`src/rtl/multicycle_control_unit_if.sv`:
```
// Memory request/acknowledge port between the control unit and the
// memory interconnect.
interface multicycle_control_unit_if;
  logic mem_rd_en;
  logic mem_wr_en;
  logic mem_ack;

  modport master (
    output mem_rd_en,
    output mem_wr_en,
    input  mem_ack
  );

  modport slave (
    input  mem_rd_en,
    input  mem_wr_en,
    output mem_ack
  );
endinterface

```
`src/rtl/multicycle_control_unit.sv`:
```
// Multicycle sequencer for the RV32I/RV64I dataflow:
// fetch, decode, execute, memory access and writeback.
module multicycle_control_unit #(
  parameter bit RV64I = 1'b0
) (
  input  logic       clock,
  input  logic       reset,
  input  logic [6:0] opcode,
  input  logic [2:0] funct3,
  input  logic [6:0] funct7,
  input  logic       zero,
  input  logic       negative,
  input  logic       carry_out,
  input  logic       overflow,
  input  logic       trap,
  multicycle_control_unit_if.master mem,
  output logic       alua_src,
  output logic       alub_src,
  output logic       aluy_src,
  output logic       sub,
  output logic       arithmetic,
  output logic       alupc_src,
  output logic       pc_src,
  output logic       pc_en,
  output logic       wr_reg_en,
  output logic       ir_en,
  output logic       mem_addr_src,
  output logic       ecall,
  output logic       illegal_instruction,
  output logic [2:0] alu_src,
  output logic [1:0] wr_reg_src
);

  localparam logic [6:0] OPC_LOAD   = 7'b0000011;
  localparam logic [6:0] OPC_STORE  = 7'b0100011;
  localparam logic [6:0] OPC_OP     = 7'b0110011;
  localparam logic [6:0] OPC_OPIMM  = 7'b0010011;
  localparam logic [6:0] OPC_OP32   = 7'b0111011;
  localparam logic [6:0] OPC_OPIMM32 = 7'b0011011;
  localparam logic [6:0] OPC_LUI    = 7'b0110111;
  localparam logic [6:0] OPC_AUIPC  = 7'b0010111;
  localparam logic [6:0] OPC_JAL    = 7'b1101111;
  localparam logic [6:0] OPC_JALR   = 7'b1100111;
  localparam logic [6:0] OPC_BRANCH = 7'b1100011;
  localparam logic [6:0] OPC_FENCE  = 7'b0001111;
  localparam logic [6:0] OPC_SYSTEM = 7'b1110011;
  localparam logic [6:0] OPC_HALT   = 7'b0000000;

  typedef enum logic [2:0] {
    FETCH, DECODE, EXECUTE, MEMORY, HALT
  } state_t;

  state_t state, next;

  logic rd_en, wr_en;
  logic legal, taken, f7_ok, sh_ok, is_shift, is_mem;

  assign mem.mem_rd_en = rd_en;
  assign mem.mem_wr_en = wr_en;

  always_ff @(posedge clock) begin
    if (reset) state <= FETCH;
    else       state <= next;
  end

  // RV64 shifts carry shamt[5] in funct7[0]
  always_comb begin
    f7_ok    = (funct7 == 7'b0000000) || (funct7 == 7'b0100000);
    sh_ok    = RV64I ? ((funct7[6:1] == 6'b000000) ||
                        (funct7[6:1] == 6'b010000)) : f7_ok;
    is_shift = (funct3 == 3'b001) || (funct3 == 3'b101);
    is_mem   = (opcode == OPC_LOAD) || (opcode == OPC_STORE);
    legal    = 1'b0;
    case (opcode)
      OPC_OP:      legal = f7_ok;
      OPC_OPIMM:   legal = is_shift ? sh_ok : 1'b1;
      OPC_OP32:    legal = RV64I && f7_ok;
      OPC_OPIMM32: legal = RV64I && (is_shift ? f7_ok : 1'b1);
      OPC_BRANCH:  legal = funct3[2:1] != 2'b01;
      OPC_LUI, OPC_AUIPC, OPC_JAL, OPC_JALR,
      OPC_LOAD, OPC_STORE, OPC_FENCE:
        legal = 1'b1;
      default:     legal = 1'b0;
    endcase
  end

  always_comb begin
    taken = 1'b0;
    case (funct3)
      3'b000:  taken = zero;
      3'b001:  taken = !zero;
      3'b100:  taken = negative ^ overflow;
      3'b101:  taken = !(negative ^ overflow);
      3'b110:  taken = !carry_out;
      3'b111:  taken = carry_out;
      default: taken = 1'b0;
    endcase
  end

  always_comb begin
    next                = state;
    rd_en               = 1'b0;
    wr_en               = 1'b0;
    alua_src            = 1'b0;
    alub_src            = 1'b0;
    aluy_src            = 1'b0;
    sub                 = 1'b0;
    arithmetic          = 1'b0;
    alupc_src           = 1'b0;
    pc_src              = 1'b0;
    pc_en               = 1'b0;
    wr_reg_en           = 1'b0;
    ir_en               = 1'b0;
    mem_addr_src        = 1'b0;
    ecall               = 1'b0;
    illegal_instruction = 1'b0;
    alu_src             = 3'b000;
    wr_reg_src          = 2'b00;
    if (!reset) begin
      unique case (state)
        FETCH: begin
          rd_en = 1'b1;
          if (mem.mem_ack) begin
            ir_en = 1'b1;
            next  = DECODE;
          end
        end
        DECODE: begin
          next = FETCH;
          if (opcode == OPC_HALT)
            next = HALT;
          else if (opcode == OPC_SYSTEM && funct3 == 3'b000)
            ecall = 1'b1;
          else if (opcode == OPC_FENCE)
            pc_en = 1'b1;
          else if (!legal)
            illegal_instruction = 1'b1;
          else if (is_mem)
            next = MEMORY;
          else
            next = EXECUTE;
        end
        EXECUTE: begin
          next      = FETCH;
          pc_en     = 1'b1;
          wr_reg_en = 1'b1;
          case (opcode)
            OPC_OP, OPC_OP32: begin
              alu_src    = funct3;
              sub        = (funct3 == 3'b000) ? funct7[5] :
                           (funct3[2:1] == 2'b01);
              arithmetic = (funct3 == 3'b101) && funct7[5];
              aluy_src   = RV64I && (opcode == OPC_OP32);
            end
            OPC_OPIMM, OPC_OPIMM32: begin
              alub_src   = 1'b1;
              alu_src    = funct3;
              sub        = funct3[2:1] == 2'b01;
              arithmetic = (funct3 == 3'b101) && funct7[5];
              aluy_src   = RV64I && (opcode == OPC_OPIMM32);
            end
            OPC_LUI:   alub_src = 1'b1;
            OPC_AUIPC: begin
              alua_src = 1'b1;
              alub_src = 1'b1;
            end
            OPC_JAL: begin
              wr_reg_src = 2'b11;
              pc_src     = 1'b1;
            end
            OPC_JALR: begin
              wr_reg_src = 2'b11;
              pc_src     = 1'b1;
              alupc_src  = 1'b1;
            end
            OPC_BRANCH: begin
              sub       = 1'b1;
              wr_reg_en = 1'b0;
              pc_src    = taken;
            end
            default: ;
          endcase
        end
        MEMORY: begin
          mem_addr_src = 1'b1;
          alub_src     = 1'b1;
          rd_en        = opcode == OPC_LOAD;
          wr_en        = opcode != OPC_LOAD;
          if (mem.mem_ack && !trap) begin
            pc_en = 1'b1;
            next  = FETCH;
            if (opcode == OPC_LOAD) begin
              wr_reg_en  = 1'b1;
              wr_reg_src = 2'b10;
            end
          end
        end
        HALT: ;
        default: next = FETCH;
      endcase
      // the dataflow redirects to the trap vector on its own
      if (trap) begin
        pc_en     = 1'b0;
        wr_reg_en = 1'b0;
        ir_en     = 1'b0;
        rd_en     = 1'b0;
        wr_en     = 1'b0;
        next      = FETCH;
      end
    end
  end

endmodule

```
`src/flat_wrapper.sv`:
```
// flat-port wrapper written by rule: the top's interface ports become plain ports
module multicycle_control_unit_flat 
#(
  parameter bit RV64I = 1'b0
)
  (clock, reset, opcode, funct3, funct7, zero, negative, carry_out, overflow, trap, alua_src, alub_src, aluy_src, sub, arithmetic, alupc_src, pc_src, pc_en, wr_reg_en, ir_en, mem_addr_src, ecall, illegal_instruction, alu_src, wr_reg_src, mem_mem_rd_en, mem_mem_wr_en, mem_mem_ack);
  multicycle_control_unit_if mem_i ();
  input  logic clock;
  input  logic reset;
  input  logic [6:0] opcode;
  input  logic [2:0] funct3;
  input  logic [6:0] funct7;
  input  logic zero;
  input  logic negative;
  input  logic carry_out;
  input  logic overflow;
  input  logic trap;
  output logic alua_src;
  output logic alub_src;
  output logic aluy_src;
  output logic sub;
  output logic arithmetic;
  output logic alupc_src;
  output logic pc_src;
  output logic pc_en;
  output logic wr_reg_en;
  output logic ir_en;
  output logic mem_addr_src;
  output logic ecall;
  output logic illegal_instruction;
  output logic [2:0] alu_src;
  output logic [1:0] wr_reg_src;
  output wire logic [$bits(mem_i.mem_rd_en)-1:0] mem_mem_rd_en;
  output wire logic [$bits(mem_i.mem_wr_en)-1:0] mem_mem_wr_en;
  input wire logic [$bits(mem_i.mem_ack)-1:0] mem_mem_ack;
  assign mem_mem_rd_en = mem_i.mem_rd_en;
  assign mem_mem_wr_en = mem_i.mem_wr_en;
  assign mem_i.mem_ack = mem_mem_ack;
  multicycle_control_unit #(.RV64I(RV64I)) u_core (.clock(clock), .reset(reset), .opcode(opcode), .funct3(funct3), .funct7(funct7), .zero(zero), .negative(negative), .carry_out(carry_out), .overflow(overflow), .trap(trap), .mem(mem_i), .alua_src(alua_src), .alub_src(alub_src), .aluy_src(aluy_src), .sub(sub), .arithmetic(arithmetic), .alupc_src(alupc_src), .pc_src(pc_src), .pc_en(pc_en), .wr_reg_en(wr_reg_en), .ir_en(ir_en), .mem_addr_src(mem_addr_src), .ecall(ecall), .illegal_instruction(illegal_instruction), .alu_src(alu_src), .wr_reg_src(wr_reg_src));
endmodule
```
`config.mk`:
```
export PLATFORM = sky130hd
export DESIGN_NAME = multicycle_control_unit_flat
export DESIGN_NICKNAME = d
export VERILOG_FILES = /design/src/rtl/multicycle_control_unit_if.sv /design/src/rtl/multicycle_control_unit.sv /design/src/flat_wrapper.sv
export SDC_FILE = /design/constraint.sdc
export NUM_CORES = 1
export LEC_CHECK = 0
export ABC_AREA = 1
export CAP_MARGIN = 0
export CORE_ASPECT_RATIO = 1.4
export CORE_MARGIN = 4
export CORE_UTILIZATION = 35
export DETAILED_ROUTE_END_ITERATION = 10
export GPL_TIMING_DRIVEN = 0
export HOLD_SLACK_MARGIN = 0.12
export PLACE_DENSITY = 0.78
export SYNTH_ARGS = -nofsm -noshare
export SYNTH_HDL_FRONTEND = slang
export SYNTH_SLANG_ARGS = --single-unit
```
`constraint.sdc`:
```
create_clock -name clock -period 1.4 [get_ports clock]
set_input_delay 0.28 -clock clock [delete_from_list [all_inputs] [get_ports clock]]
set_output_delay 0.28 -clock clock [all_outputs]
set_load 0.01 [all_outputs]
```
Word-level counts from Yosys, hierarchy flattened
Index checks and enable logic that the tools add are counted.
- output and inout port bits: 20
- word-level logic and storage cells: 126
- bits of input ports: 25
- register bits: 3
- bitwise gates (word level): 2
- equality and inequality tests: 28
- multiplexer cells: 73
- reduce and logical (&&, ||, !) cells: 22
- operators by type and width (cell ; number):
    $mux 1 ; 50
    $eq 7x6->1 const B ; 5
    $eq 7x7->1 const B ; 4
    $mux 3 ; 9
    $eq 7x5->1 const B ; 3
    $eq 3x3->1 const B ; 5
    $logic_not 7->1 ; 2
    $pmux 3 s4 ; 1
    $mux 2 ; 4
    $pmux 1 s2 ; 4
    $reduce_or 2->1 ; 4
    $reduce_or 4->1 ; 2
    $eq 7x2->1 const B ; 1
    $eq 7x4->1 const B ; 1
    $ne 7x2->1 const B ; 1
    $reduce_or 7->1 ; 1
    $eq 3x1->1 const B ; 2
    $eq 3x2->1 const B ; 2
    $logic_not 3->1 ; 2
    $pmux 1 s3 ; 2
    $pmux 1 s6 ; 1
    $logic_not 1->1 ; 4
    $ne 2x1->1 const B ; 2
    $pmux 1 s4 ; 1
    8 further kinds ; 12

Depth between registers and ports, before layout
Gate-level depths: netlist (run 1).
- depth in word-level cells: 10
- gate-level depth with buffers: 10
- depth with buffers taken out: 10

Least setup slack after synthesis (run 1)
No wires, ideal clock.
- path type: reg-to-output
- start point: register u_core.state[0]
- end point: output illegal_instruction
- stages on the path, launching flop included: 6
- path buffers: 0
- required time: 1.120 ns
- slack: -0.034 ns
- data arrival time: 1.154 ns
- path through: dfxtp_1 inv_2 nor2_4 nand2_1 nor2_1 nor3b_1
- word-level cells in the longest chain between the ends: 3
- RTL lines (what ; RTL line ; source):
    start, declared ; multicycle_control_unit.sv:53 ; state_t state, next;
    start signal, assigned ; multicycle_control_unit.sv:63 ; else state <= next;
    $eq 3x1->1 ; multicycle_control_unit.sv:120 ; unique case (state)
    $mux 1 ; multicycle_control_unit.sv:120 ;
    $mux 1 ; multicycle_control_unit.sv:119 ; if (!reset) begin
    end, declared ; flat_wrapper.sv:30 ; output logic illegal_instruction;
No other way between the ends.

Worst setup path in the final report (run 1)
- start point: register u_core.state[2]
- end point: output arithmetic
- word-level cells in the longest chain between the ends: 3
- RTL lines (what ; RTL line ; source):
    $eq 3x2->1 ; multicycle_control_unit.sv:120 ;
    $mux 1 ; multicycle_control_unit.sv:120 ;
    $mux 1 ; multicycle_control_unit.sv:119 ;
    end, declared ; flat_wrapper.sv:22 ; output logic arithmetic;
No other way between the ends.

==> results, run 1 <==
- The fraction of power spent switching nets is 39.8%.
- The worst hold path begins at opcode[1].
- The cell taking the most area after synthesis is sky130_fd_sc_hd__nor2_1.
- The cell occurring most often along the worst timing path is sky130_fd_sc_hd__nor2_4.
- The largest single stage delay on the critical path is 0.35 ns.
- In this run the number of H-tree levels came out at 1.
- 45 I/O pins were placed.
- On the final layout, the worst hold slack is about 0.43 ns.
- The buffer levels on the longest clock path is 2.
- The worst-case register-to-register setup slack is about 0.080 ns.
- The finished layout holds 234 standard cells, fillers aside.
- In this run, the combinational gates consume 52.8% of the power.
- The busiest layer in global routing is met2.
- In the routed design, unresolved DRC markers number 0.
- The worst-case IR drop observed on VDD is 0.377 mV.
- The number of clock sinks is 3.
- The remaining global-route overflow is 0.
- The worst setup path is launched from a flop.
- The most used flip-flop cell after synthesis is sky130_fd_sc_hd__dfxtp_1.
- Once layout is done, the placed cells without fillers occupy 1480 um2.
- Setup total negative slack on the finished layout was measured at -6.11 ns.
- The clock skew after layout is 0.0000202 ns.
- Counting flops and latches in the post-synthesis netlist gives 3.
- The most frequent cell after synthesis is sky130_fd_sc_hd__nor2_1.
- The HPWL reported at the end of detailed placement is 2060 um.
- The number of enable-type register cells in the synthesized netlist is 0.
- At the end of routability-driven placement, the weighted congestion stood at 0.848.
- The first global-routing pass estimated 4930 um of wire.
- The worst endpoint data arrival time is 1.57 ns.
- In the final design database the tool counted 239 nets.
- Once detail routing completed, the nets flagged for antenna violations numbered 0.
- The min-delay analysis places its worst path in the category in2reg.
- The largest individual stage delay along the critical path comes from the cell sky130_fd_sc_hd__dfxtp_4.
- The starting density of the core is 37.8%.
- The placed standard-cell area is 1250 um2.
- The synthesized netlist net count is 171.
- For this run, global-route usage on met1 was measured as 17.5%.
- The placed instance count is 210.
- The total of endpoints with negative setup slack in the final report is 19.
- The worst hold path passes through 4 cells.
- Internal power comes to 0.307 mW.
- Across all layers, the routed design uses 1214 vias.
- From synthesis to final layout, the design area changed by 91.3%.
- Dividing total power by cell area gives a power density of 344 nW/um2.
- Setup repair after global routing could not meet its margin everywhere.
- The via count of the first global-routing pass is 1250.
- The number of different library cells used by synthesis comes to 28.
- Summing all flip-flop and latch instances after layout gives 68.8 um2.
- After filler insertion, the fill cell instance count of the layout stands at 161.
- Clock latency on the worst-skew pair, taken at its later pin, is between 0.2 and 0.25 ns.
- The mapped netlist covers between 700 and 800 um2.
- For hold timing, the worst endpoint is u_core.state[2].
- The full die area is 3040 um2.
- The worst setup path is captured at an output pin.
- The maximum clock rate is 0.542 GHz.
- Sequential elements use 7.77% of the synthesized area.
- Along the worst path, the maximum fanout reaches 4.
- Counting instances in the post-synthesis netlist gives the leading cell types as sky130_fd_sc_hd__nor2_1, sky130_fd_sc_hd__nand2_1, sky130_fd_sc_hd__inv_1.
- Data on the critical path is required at its endpoint by around 1.1 ns.
- Global routing consumed, on the met3 layer, 3.70% of the routing resources.
- The vertical die dimension is 63.6 um.
- In this run the power spent charging and discharging nets is between 0.2 and 0.25 mW.
- The flow ran to the end, but the final reports show violations.
- Global routing used 21.6% of the available tracks across all layers.
- The fraction of post-synthesis cell area in the top cell type by area is 13.6%.
- Row generation in the floorplan step produced 19 rows.
- The proportion of power drawn by the clock network is 29.4%.
- The initial antenna violation count is 0.
- Ranked by total cell area, the synthesized netlist is headed by sky130_fd_sc_hd__nor2_1, sky130_fd_sc_hd__nand2_1, sky130_fd_sc_hd__inv_1, sky130_fd_sc_hd__dfxtp_1, sky130_fd_sc_hd__nor2_4.
- The number of input and output port buffers inserted is 43.
- The worst register-to-register path begins at u_core.state[2].
- The worst register-to-register path has a depth of 8.
- The die is 47.7 um wide.
- Clock-pin slew was measured on the worst setup and hold paths at approximately 0.040 ns.
- The reported leakage power is 0.752 nW.
- The number of buffers created by CTS is 3.
- The floorplan core area is 2040 um2.
- The number of antenna diodes in the final layout is 0.
- The global routing usage on met2 is 42.9%.
- The final number of hold-violating endpoints is 0.
- The max-slew violation total from the final report is 0.
- The pin count of the biggest net entering global routing is 8.
- The number of DRC violations after detailed-routing iteration 0 is 21.
- In the final layout, the registers with the most flip-flops are u_core.state: 3 flops.
- In the final layout, the multi-input gates occupy 771 um2.
- The synthesis warning total is 0.
- The CTS tree is built.
- After detailed routing, the average wire length per cell comes to 13.8 um.
- The final reports fail on setup timing.
- In the finished design, the share of the clock period the worst path needs comes to 132%.
- The share of layout cells above drive strength 1 is 55.9%.
- The worst register-to-register path ends at u_core.state[0].
- The number of iterations in the first detailed-routing pass is 4.
- The routed design has 3230 um of wire.
- Max-cap violations in this run came to 0.
- The path type of the worst setup path is reg2out.
- Traced cell by cell, the critical path runs through nor2_4, inv_2, nor2_4, inv_2, nor2_4, nand3_4, nor4_4, buf_2.
- The flip-flop count of the largest register after layout is 3.
- Dividing the synthesized area by the synthesized cell count gives 5.30 um2.
- Sequential cells burn 17.8% of the power.
- The worst setup slack before clock tree synthesis is -1.14 ns.
- Counting flops with an async set or reset pin after synthesis yields a share of 0%.
- Dividing the detail-routed via count by the number of cells gives 5.19.
- The worst path in the final design needs a cycle of 1.85 ns, including I/O delays and setup.
- The worst-case setup margin in the final layout is -0.447 ns.
- The cell at the root of the clock tree is sky130_fd_sc_hd__clkbuf_4.
- The cell count after synthesis is between 100 and 150.
- Counting flops per register, the top entry is u_core.state.
[routing by layer]
layer	vias up	wire length, um	share of wire [%]
met5	-	0	0
met4	0	97	3.0
met3	14	241	7.5
met2	56	1840	57
met1	555	1050	33
li1	589	-	-
[critical path, delay by kind of cell, from the launching register on]
kind	cells	cell delay, ns
AND/OR/NAND/NOR	5	0.67
flip-flops	1	0.35
buffers and inverters	3	0.31
[layout by cell type (no fill, tap or decap), drive strengths merged]
cell            n
o21ai           5
o211ai          1
a21oi           6
nor2           40
nand2          32
a211oi          2
o2111ai         1
nand3          11
nor4            2
clkbuf          4
clkdlybuf4s15   2
xnor2           1
nand4           1
nor3            6
a31oi           1
clkdlybuf4s50   5
conb            1
xor2            1
dfxtp           3
nor3b           1
inv            30
buf            47
dlygate4sd2    10
[worst max-delay path by stage]
stage | end | from | slack (ns)
floorplan | alupc_src | u_core.state[1] | -0.01
global placement | wr_reg_en | opcode[3] | -1.10
detailed placement | wr_reg_en | opcode[3] | -1.14
CTS | arithmetic | u_core.state[1] | -0.41
global route | alupc_src | u_core.state[2] | -0.53
finish | arithmetic | u_core.state[2] | -0.45
[area by class of cell]
class / instances / share of cell area, %
buffer: 1 / 0.508
clock buffer: 4 / 1.78
multi-input combinational: 112 / 52.1
tap: 21 / 1.78
timing repair buffer: 63 / 31.6
inverter: 30 / 7.61
sequential: 3 / 4.65
[power groups by stage]
| stage | clock [mW] | sequential (mW) | combinational [mW] |
|---|---|---|---|
| 6_report | 0.150 | 0.0909 | 0.269 |
| 5_1_grt | 0.168 | 0.0913 | 0.290 |
| 4_1_cts | 0.159 | 0.0921 | 0.250 |
| 3_5_place_dp | 0 | 0.0950 | 0.223 |
| 3_3_place_gp | 0 | 0.0949 | 0.220 |
| 2_1_floorplan | 0 | 0.0940 | 0.107 |
[cells by family (layout without fill, tap and decap cells)]
logic type / Yosys count / after routing / share of synthesized area [%]
AO/OA/AOI/OAI: 16 / 16 / 13.1
XOR/XNOR: 2 / 2 / 2.27
buffers and inverters: 31 / 98 / 15.5
flip-flops: 3 / 3 / 7.77
other: 1 / 1 / 0.485
AND/OR/NAND/NOR: 93 / 93 / 60.8
[repair_timing]
| action | CTS | global route |
|---|---|---|
| hold buffers | 0 | 0 |
| resized for setup | 163 | 15 |
| pin swaps | 20 | 9 |
| endpoints found under the setup margin | 20 | 19 |
| buffers inserted | 14 | 6 |
[through the flow]
step	total power [mW]	util [%]
2_1_floorplan	0.201	-
3_3_place_gp	0.315	61.2
3_5_place_dp	0.318	61.2
4_1_cts	0.501	68.2
5_1_grt	0.549	72.3
6_report	0.509	72.3
Note: power is estimated with default switching activity, not from simulation.
==> run 2, diff against run 1 <==
MAX_ROUTING_LAYER = met4   (was not set)
==> run 2 against run 1 <==
Compared with the run above:
- the flow still finishes with violations (setup timing)
- count of clock-buffer cells in the layout did not move
- first-iteration DRC count decreased by 4.8%
- global-route usage rose by 0.53 points
- sequential share of layout area unchanged
- register-to-register slack is essentially flat
- die area unchanged
- clock skew grew 0.0011 ns
- routed wire length down 0.68%
- non-clock buffer count unchanged
- combinational power about the same
- final area did not move
- sequential power is essentially flat
- critical endpoint unchanged
==> results, run 2 (synthesis results as in run 1) <==
- The worst setup path is captured at an output pin.
- The share of layout cells above drive strength 1 is 55.9% (unchanged).
- The row count is 19 (unchanged).
- The sum of met3 wire segment lengths after detailed routing is 234 um (-2.9%).
- The proportion of power drawn by the clock network was 29.4% (about the same).
- The number of placed I/O pins is 45 (unchanged).
- Setup repair after global routing could not meet its margin everywhere.
- The clock insertion delay at the later pin of the skew report is 0.23 ns (about the same).
- The aggregate global-route resource usage is 22.1% (+0.53 points).
- The buffer levels on the longest clock path is 2 (unchanged).
- The initial antenna violation count came to 0 (unchanged).
- The via count of the first global-routing pass is 1253 (+0.24%).
- The maximum clock rate is 0.542 GHz (about the same).
- The pin count of the biggest net entering global routing is 8 (unchanged).
- The worst hold slack came to 0.429 ns (-0.000969 ns).
- The worst path required time is 1.12 ns (about the same).
- The internal portion of total power is 0.307 mW (about the same).
- The cell occurring most often along the worst timing path is sky130_fd_sc_hd__nor2_4.
- The number of max-cap violations is 0 (unchanged).
- The overall routed net length is 3210 um (-0.68%).
- The number of iterations in the first detailed-routing pass is 4 (unchanged).
- The starting density of the core is 37.8% (unchanged).
- The flip-flop count of the largest register after layout came to 3 (unchanged).
- The x dimension of the die came to 47.7 um (unchanged).
- The mean number of vias per cell is 5.25 (+1.2%).
- The placed instance count came to 210 (unchanged).
- The max-slew violation total from the final report is 0 (unchanged).
- The share of power burned in registers came to 17.9% (about the same).
- The final cell count without fillers is 234 (unchanged).
- The final weighted congestion in routability-driven placement is 0.861 (+1.6%).
- The total of endpoints with negative setup slack in the final report is 19 (unchanged).
- The number of buffers created by CTS is 3 (unchanged).
- The average routed wire per standard cell is 13.7 um (-0.68%).
- STA classifies the critical path startpoint as a flop.
- The HPWL reported at the end of detailed placement is 2060 um (unchanged).
- The reported leakage power is 0.752 nW (unchanged).
- The DRC violation count after routing is 0 (unchanged).
- The minimum clock period after layout is 1.85 ns (-0.00115 ns).
- The number of input and output port buffers inserted was 43 (unchanged).
- The remaining global-route overflow is 0 (unchanged).
- The reported net switching power is 0.202 mW (-0.23%).
- The register with the most flip-flops is u_core.state.
- The maximum resistive drop on vdd is 0.376 mV (-0.27%).
- The cell area power density is 344 nW/um2 (about the same).
- The worst setup slack before clock tree synthesis came to -1.14 ns (unchanged).
- The fraction of power spent switching nets was 39.7% (-0.052 points).
- The clock skew after layout is 0.00107 ns (+0.00105 ns).
- The uppermost layer routed is met4.
- The largest registers in the layout are u_core.state: 3 flops.
- The number of clock sinks came to 3 (unchanged).
- The number of inserted filler cells in the final layout came to 161 (unchanged).
- The post-layout net count is 239 (unchanged).
- The largest delay contributor family on the critical path is simple AND/OR/NAND/NOR gates.
- The floorplan core area is 2040 um2 (unchanged).
- The full die area came to 3040 um2 (unchanged).
- The post-route fraction of the period consumed by the critical path was 132% (about the same).
- The CTS tree is built.
- The critical path goes through nor2_4, inv_2, nor2_4, inv_2, nor2_4, nand3_4, nor4_4, buf_2.
- The wire length of the first global-routing pass is 4930 um (unchanged).
- Leaving out fill and tap cells, the most frequent cells in the layout are sky130_fd_sc_hd__buf_4, sky130_fd_sc_hd__buf_2, sky130_fd_sc_hd__nand2_1.
- The vertical die dimension is 63.6 um (unchanged).
- The sum of buffers and inverters on the critical path came to 3 (unchanged).
- The post-route antenna net violation count came to 0 (unchanged).
- The final reports fail on setup timing.
- The path type of the worst setup path is reg2out.
- The number of DRC violations after detailed-routing iteration 0 is 20 (-4.8%).
- The routed wire length on met2 is 1810 um (-1.8%).
- The worst-case setup margin in the final layout is -0.445 ns (+0.00115 ns).
- The final number of hold-violating endpoints is 0 (unchanged).
- The deepest level of the CTS H-tree came to 1 (unchanged).
- The total vias in the final route came to 1228 (+1.2%).
- The library cell used most frequently in the layout, excluding fill and tap cells, is sky130_fd_sc_hd__buf_4.
- The count of hold buffers inserted by post-cts repair was 0 (unchanged).
- The number of antenna diodes is 0 (unchanged).
- The largest incremental delay on the critical path is 0.35 ns (about the same).
- The worst endpoint data arrival time came to 1.57 ns (about the same).
- The combinational share of power is 52.8% (about the same).
- The root buffer cell chosen for the clock tree is sky130_fd_sc_hd__clkbuf_4.
- The post-CTS clock slew at the launch and capture registers of the worst setup and hold paths is 0.04 ns (about the same).
- The class of the worst hold path is in2reg.
- The routed metal-1 wire length is 1040 um (-0.86%).
- The signed area change from the synthesized netlist to the final layout was 91.3% (unchanged).
- The top fanout value on the critical path is 4 (unchanged).
- The flow ran to the end, but the final reports show violations.
- The slowest stage of the critical path is the sky130_fd_sc_hd__dfxtp_4 cell.
## run 2: cell counts in the layout (fill, tap and decap cells not counted)
Identical to the previous run, type by type.
## run 2: stage by stage
step | setup TNS (ns) | utilization [%] | area [um2] | power [mW]
2_1_floorplan | -0.0150 | - | 795 | 0.201
3_3_place_gp | -17.38 | 61.2 | 1250 | 0.315
3_5_place_dp | -17.75 | 61.2 | 1250 | 0.318
4_1_cts | -5.18 | 68.2 | 1400 | 0.501
5_1_grt | -7.57 | 72.3 | 1480 | 0.549
6_report | -6.10 | 72.3 | 1480 | 0.509
## run 2: worst paths after layout
check | depth (start not counted) | startpoint | slack [ns] | to
max | 8 | u_core.state[2] | -0.45 | arithmetic
min | 4 | opcode[1] | 0.43 | u_core.state[2]
max reg2reg | 8 | u_core.state[2] | 0.09 | u_core.state[0]
min reg2reg | 2 | u_core.state[2] | 0.54 | u_core.state[2]
## run 2: per-layer routing
layer,vias to the layer above,track usage (%)
met5,-,-
met4,0,10.8
met3,20,3.70
met2,61,42.9
met1,559,17.5
li1,588,-
## run 2: power by group through the flow
stage | Combinational, mW | Clock, mW | Sequential [mW]
after floorplan | 0.107 | 0 | 0.0940
after global placement | 0.220 | 0 | 0.0949
after detailed placement | 0.223 | 0 | 0.0950
after CTS | 0.250 | 0.159 | 0.0921
after global routing | 0.290 | 0.168 | 0.0913
final | 0.269 | 0.149 | 0.0909
## run 2: what timing repair did
action	CTS	global route
buffers inserted	14	6
endpoints found under the setup margin	20	19
pin swaps	20	9
resized for setup	163	15
## run 2: area by class of cell
cell class                      instances  area, um2  share of cell area, %
Multi-Input combinational cell        112        771                   52.1
Timing Repair Buffer                   63        467                   31.6
Inverter                               30        113                   7.61
Sequential cell                         3       68.8                   4.65
Clock buffer                            4       26.3                   1.78
Tap cell                               21       26.3                   1.78
Buffer                                  1       7.51                  0.508
## run 2: tightest hold or removal path, delay by kind of cell
family                 cells  cell delay [ns]
AOI/OAI and AO/OA          1             0.06
buffers and inverters      1             0.12
and+or+nand+nor            2             0.15
==> run 3, diff against run 2 <==
GPL_TIMING_DRIVEN = 1   (was 0)
==> run 3 against run 2 <==
Compared with the run above:
- the flow still finishes with violations (setup timing)
- die area stayed put
- fmax increased by 2.0%
- core utilization rose by 14 points
- setup slack better by 0.036 ns
- final area grew 19%
- count of clock-buffer cells in the layout unchanged
- sequential share of layout area fell by 1.1 points
- clock power is essentially flat
- cell count rose by 13%
- critical endpoint is now alupc_src
- largest power group unchanged
- highest routed layer unchanged
==> results, run 3 (synthesis results as in run 1) <==
- The floorplan core area is 2040 um2 (unchanged).
- The x dimension of the die came to 47.7 um (unchanged).
- The final weighted congestion in routability-driven placement came to 0.900 (+4.5%).
- The clock skew after layout is 0.00104 ns (-0.0000331 ns).
- The number of clock sinks is 3 (unchanged).
- More flip-flops sit in one register than any other, and that register is u_core.state.
- The HPWL reported at the end of detailed placement came to 2480 um (+21%).
- The count of hold buffers inserted by post-cts repair is 0 (unchanged).
- The worst path required time is 1.12 ns (about the same).
- The minimum clock period after layout is 1.81 ns (-0.0356 ns).
- The signed area change from the synthesized netlist to the final layout is 127%.
- The number of inserted filler cells in the final layout is 111 (-31%).
- The number of buffers created by CTS is 3 (unchanged).
- The largest incremental delay on the critical path is 0.34 ns (about the same).
- The deepest level of the CTS H-tree is 1 (unchanged).
- The maximum clock rate was 0.553 GHz (+2.0%).
- The worst endpoint data arrival time came to 1.53 ns (-0.04 ns).
- The post-route fraction of the period consumed by the critical path is 129% (-2.5 points).
- The post-layout net count came to 270 (+13%).
- The post-route antenna net violation count was 0 (unchanged).
- The via count of the first global-routing pass is 1461 (+17%).
- The reported leakage power is 0.907 nW (+21%).
- STA classifies the critical path startpoint as a flop.
- The clock insertion delay at the later pin of the skew report came to 0.23 ns (about the same).
- The number of placed I/O pins came to 45 (unchanged).
- The worst hold path begins at opcode[0].
- The aggregate global-route resource usage is 27.4% (+5.3 points).
- The largest registers in the layout are u_core.state: 3 flops.
- The internal portion of total power was 0.361 mW (+18%).
- The fraction of power spent switching nets was 38.3% (-1.4 points).
- The top fanout value on the critical path is 4 (unchanged).
- The slowest stage of the critical path belongs to the cell sky130_fd_sc_hd__dfxtp_2.
- The number of max-cap violations is 0 (unchanged).
- The full die area is 3040 um2 (unchanged).
- The number of input and output port buffers inserted is 43 (unchanged).
- The worst-case register-to-register setup slack was 0.01 ns (-0.08 ns).
- The initial antenna violation count is 0 (unchanged).
- The number of antenna diodes is 0 (unchanged).
- The combinational share of power was 58.9% (+6.1 points).
- The pin count of the biggest net entering global routing is 7 (-1).
- The row count is 19 (unchanged).
- The worst setup slack before clock tree synthesis is -1.07 ns (+0.0745 ns).
- The critical path goes through nor2_4, inv_2, nor2_4, inv_2, nor2_4, inv_2, nor2_4, inv_2, nor2_4, buf_6.
- The setup path with the least slack is of type reg2out.
- The starting density of the core is 37.8% (unchanged).
- The worst-case setup margin in the final layout came to -0.410 ns (+0.0356 ns).
- The worst setup path is captured at an output pin.
- Leaving out fill and tap cells, the most frequent cell in the layout is sky130_fd_sc_hd__buf_4.
- The number of iterations in the first detailed-routing pass is 4 (unchanged).
- The DRC violation count after routing is 0 (unchanged).
- The maximum resistive drop on vdd is 0.593 mV (+57%).
- Setup repair after global routing could not meet its margin everywhere.
- The worst hold slack is 0.359 ns (-0.0696 ns).
- The overall routed net length is 4060 um (+27%).
- The share of layout cells above drive strength 1 is 61.9% (+6.0 points).
- The final reports fail on setup timing.
- The placed standard-cell area is 1500 um2 (+20%).
- The mean number of vias per cell is 5.29 (+0.81%).
- The cell depth of the worst min-delay path is 4 (unchanged).
- The depth of the most critical reg-to-reg path is 10 (+2).
- The final number of hold-violating endpoints is 0 (unchanged).
- The utilization after layout is 85.9% (+14 points).
- TritonCTS built the clock tree.
- The max-slew violation total from the final report is 0 (unchanged).
- The reported net switching power is 0.224 mW (+11%).
- The proportion of power drawn by the clock network is 25.2% (-4.2 points).
- The average routed wire per standard cell is 15.3 um (+12%).
- The cell at the root of the clock tree is sky130_fd_sc_hd__clkbuf_4.
- The run finished, with violations left.
- The total of endpoints with negative setup slack in the final report is 19 (unchanged).
- By instance count, the cell type seen most on the critical path is sky130_fd_sc_hd__nor2_4.
- The total vias in the final route is 1402 (+14%).
- The flip-flop count of the largest register after layout was 3 (unchanged).
- The post-CTS clock slew at the launch and capture registers of the worst setup and hold paths is 0.04 ns (about the same).
- The share of power burned in registers is 15.9% (-2.0 points).
- The worst hold path terminates at u_core.state[2].
- Leaving out fill and tap cells, the most frequent cells in the layout are sky130_fd_sc_hd__buf_4, sky130_fd_sc_hd__nand2_1, sky130_fd_sc_hd__nor2_1, sky130_fd_sc_hd__buf_2.
- The beginning of the worst register-to-register path is u_core.state[1].
- The buffer levels on the longest clock path is 2 (unchanged).
- The number of DRC violations after detailed-routing iteration 0 came to 44 (+120%).
- The vertical die dimension is 63.6 um (unchanged).
- The remaining global-route overflow is 0 (unchanged).
- The wire length of the first global-routing pass came to 6160 um (+25%).
- The final design instance area without fill was 1760 um2 (+19%).
- The cell area power density came to 333 nW/um2 (-3.2%).
- The endpoint identified for the worst register-to-register timing path is u_core.state[1].
- The worst hold path belongs to the class in2reg.
run 3: cell count changes in the layout (fill, tap and decap cells not counted), sizes merged:
cell	previous run	this run
buf	47	76
clkdlybuf4s15	2	4
clkdlybuf4s50	5	3
dlygate4sd2	10	12
run 3: metrics by stage:
| step | cells | setup TNS (ns) | total power, mW |
|---|---|---|---|
| finish | 265 | -6.13 | 0.585 |
| detailed placement | 241 | -17.82 | 0.382 |
| CTS | 259 | -5.42 | 0.563 |
| global route | 265 | -7.69 | 0.630 |
| floorplan | 146 | -0.0150 | 0.201 |
| global placement | 241 | -17.22 | 0.373 |
run 3: metal layers:
metal  vias to the layer above  part of all wire, %  GRT usage (%)  wire length, um
met5                         -                    0              -                0
met4                         0                  8.1           12.5              330
met3                        33                  6.5           2.85              262
met2                        81                   54           52.3             2210
met1                       638                   31           24.2             1260
li1                        650                    -              -                -
run 3: how the worst max path moves through the flow:
| stage | start | end | slack (ns) |
|---|---|---|---|
| 6_report | u_core.state[2] | alupc_src | -0.41 |
| 5_1_grt | u_core.state[1] | alupc_src | -0.50 |
| 4_1_cts | u_core.state[1] | alupc_src | -0.39 |
| 3_5_place_dp | opcode[3] | wr_reg_en | -1.07 |
| 3_3_place_gp | opcode[3] | wr_reg_en | -1.03 |
| 2_1_floorplan | u_core.state[1] | alupc_src | -0.01 |
run 3: what timing repair did:
action / 4_1_cts / 5_1_grt
setup buffers: 14 / 7
setup endpoints to repair: 21 / 21
resized for setup: 164 / 15
cloned: 0 / 0
pin swaps: 25 / 13
run 3: layout make-up:
| class | instances | area (um2) | area share [%] |
|---|---|---|---|
| multi-input combinational | 112 | 777 | 44.2 |
| timing repair buffer | 95 | 752 | 42.8 |
| inverter | 30 | 113 | 6.41 |
| sequential | 3 | 62.6 | 3.56 |
| clock buffer | 4 | 26.3 | 1.50 |
| tap | 21 | 26.3 | 1.50 |
run 3: power by group through the flow:
stage / combinational, mW / sequential (mW) / clock [mW]
final: 0.345 / 0.0933 / 0.148
after global routing: 0.369 / 0.0930 / 0.168
after CTS: 0.317 / 0.0920 / 0.155
after detailed placement: 0.289 / 0.0930 / 0
after global placement: 0.281 / 0.0929 / 0
after floorplan: 0.107 / 0.0940 / 0
run 3: critical path: cells and delay by family, from the launching register on:
family | cells | cell delay, ns
AND/OR/NAND/NOR | 5 | 0.60
buffers and inverters | 5 | 0.35
flip-flops | 1 | 0.34
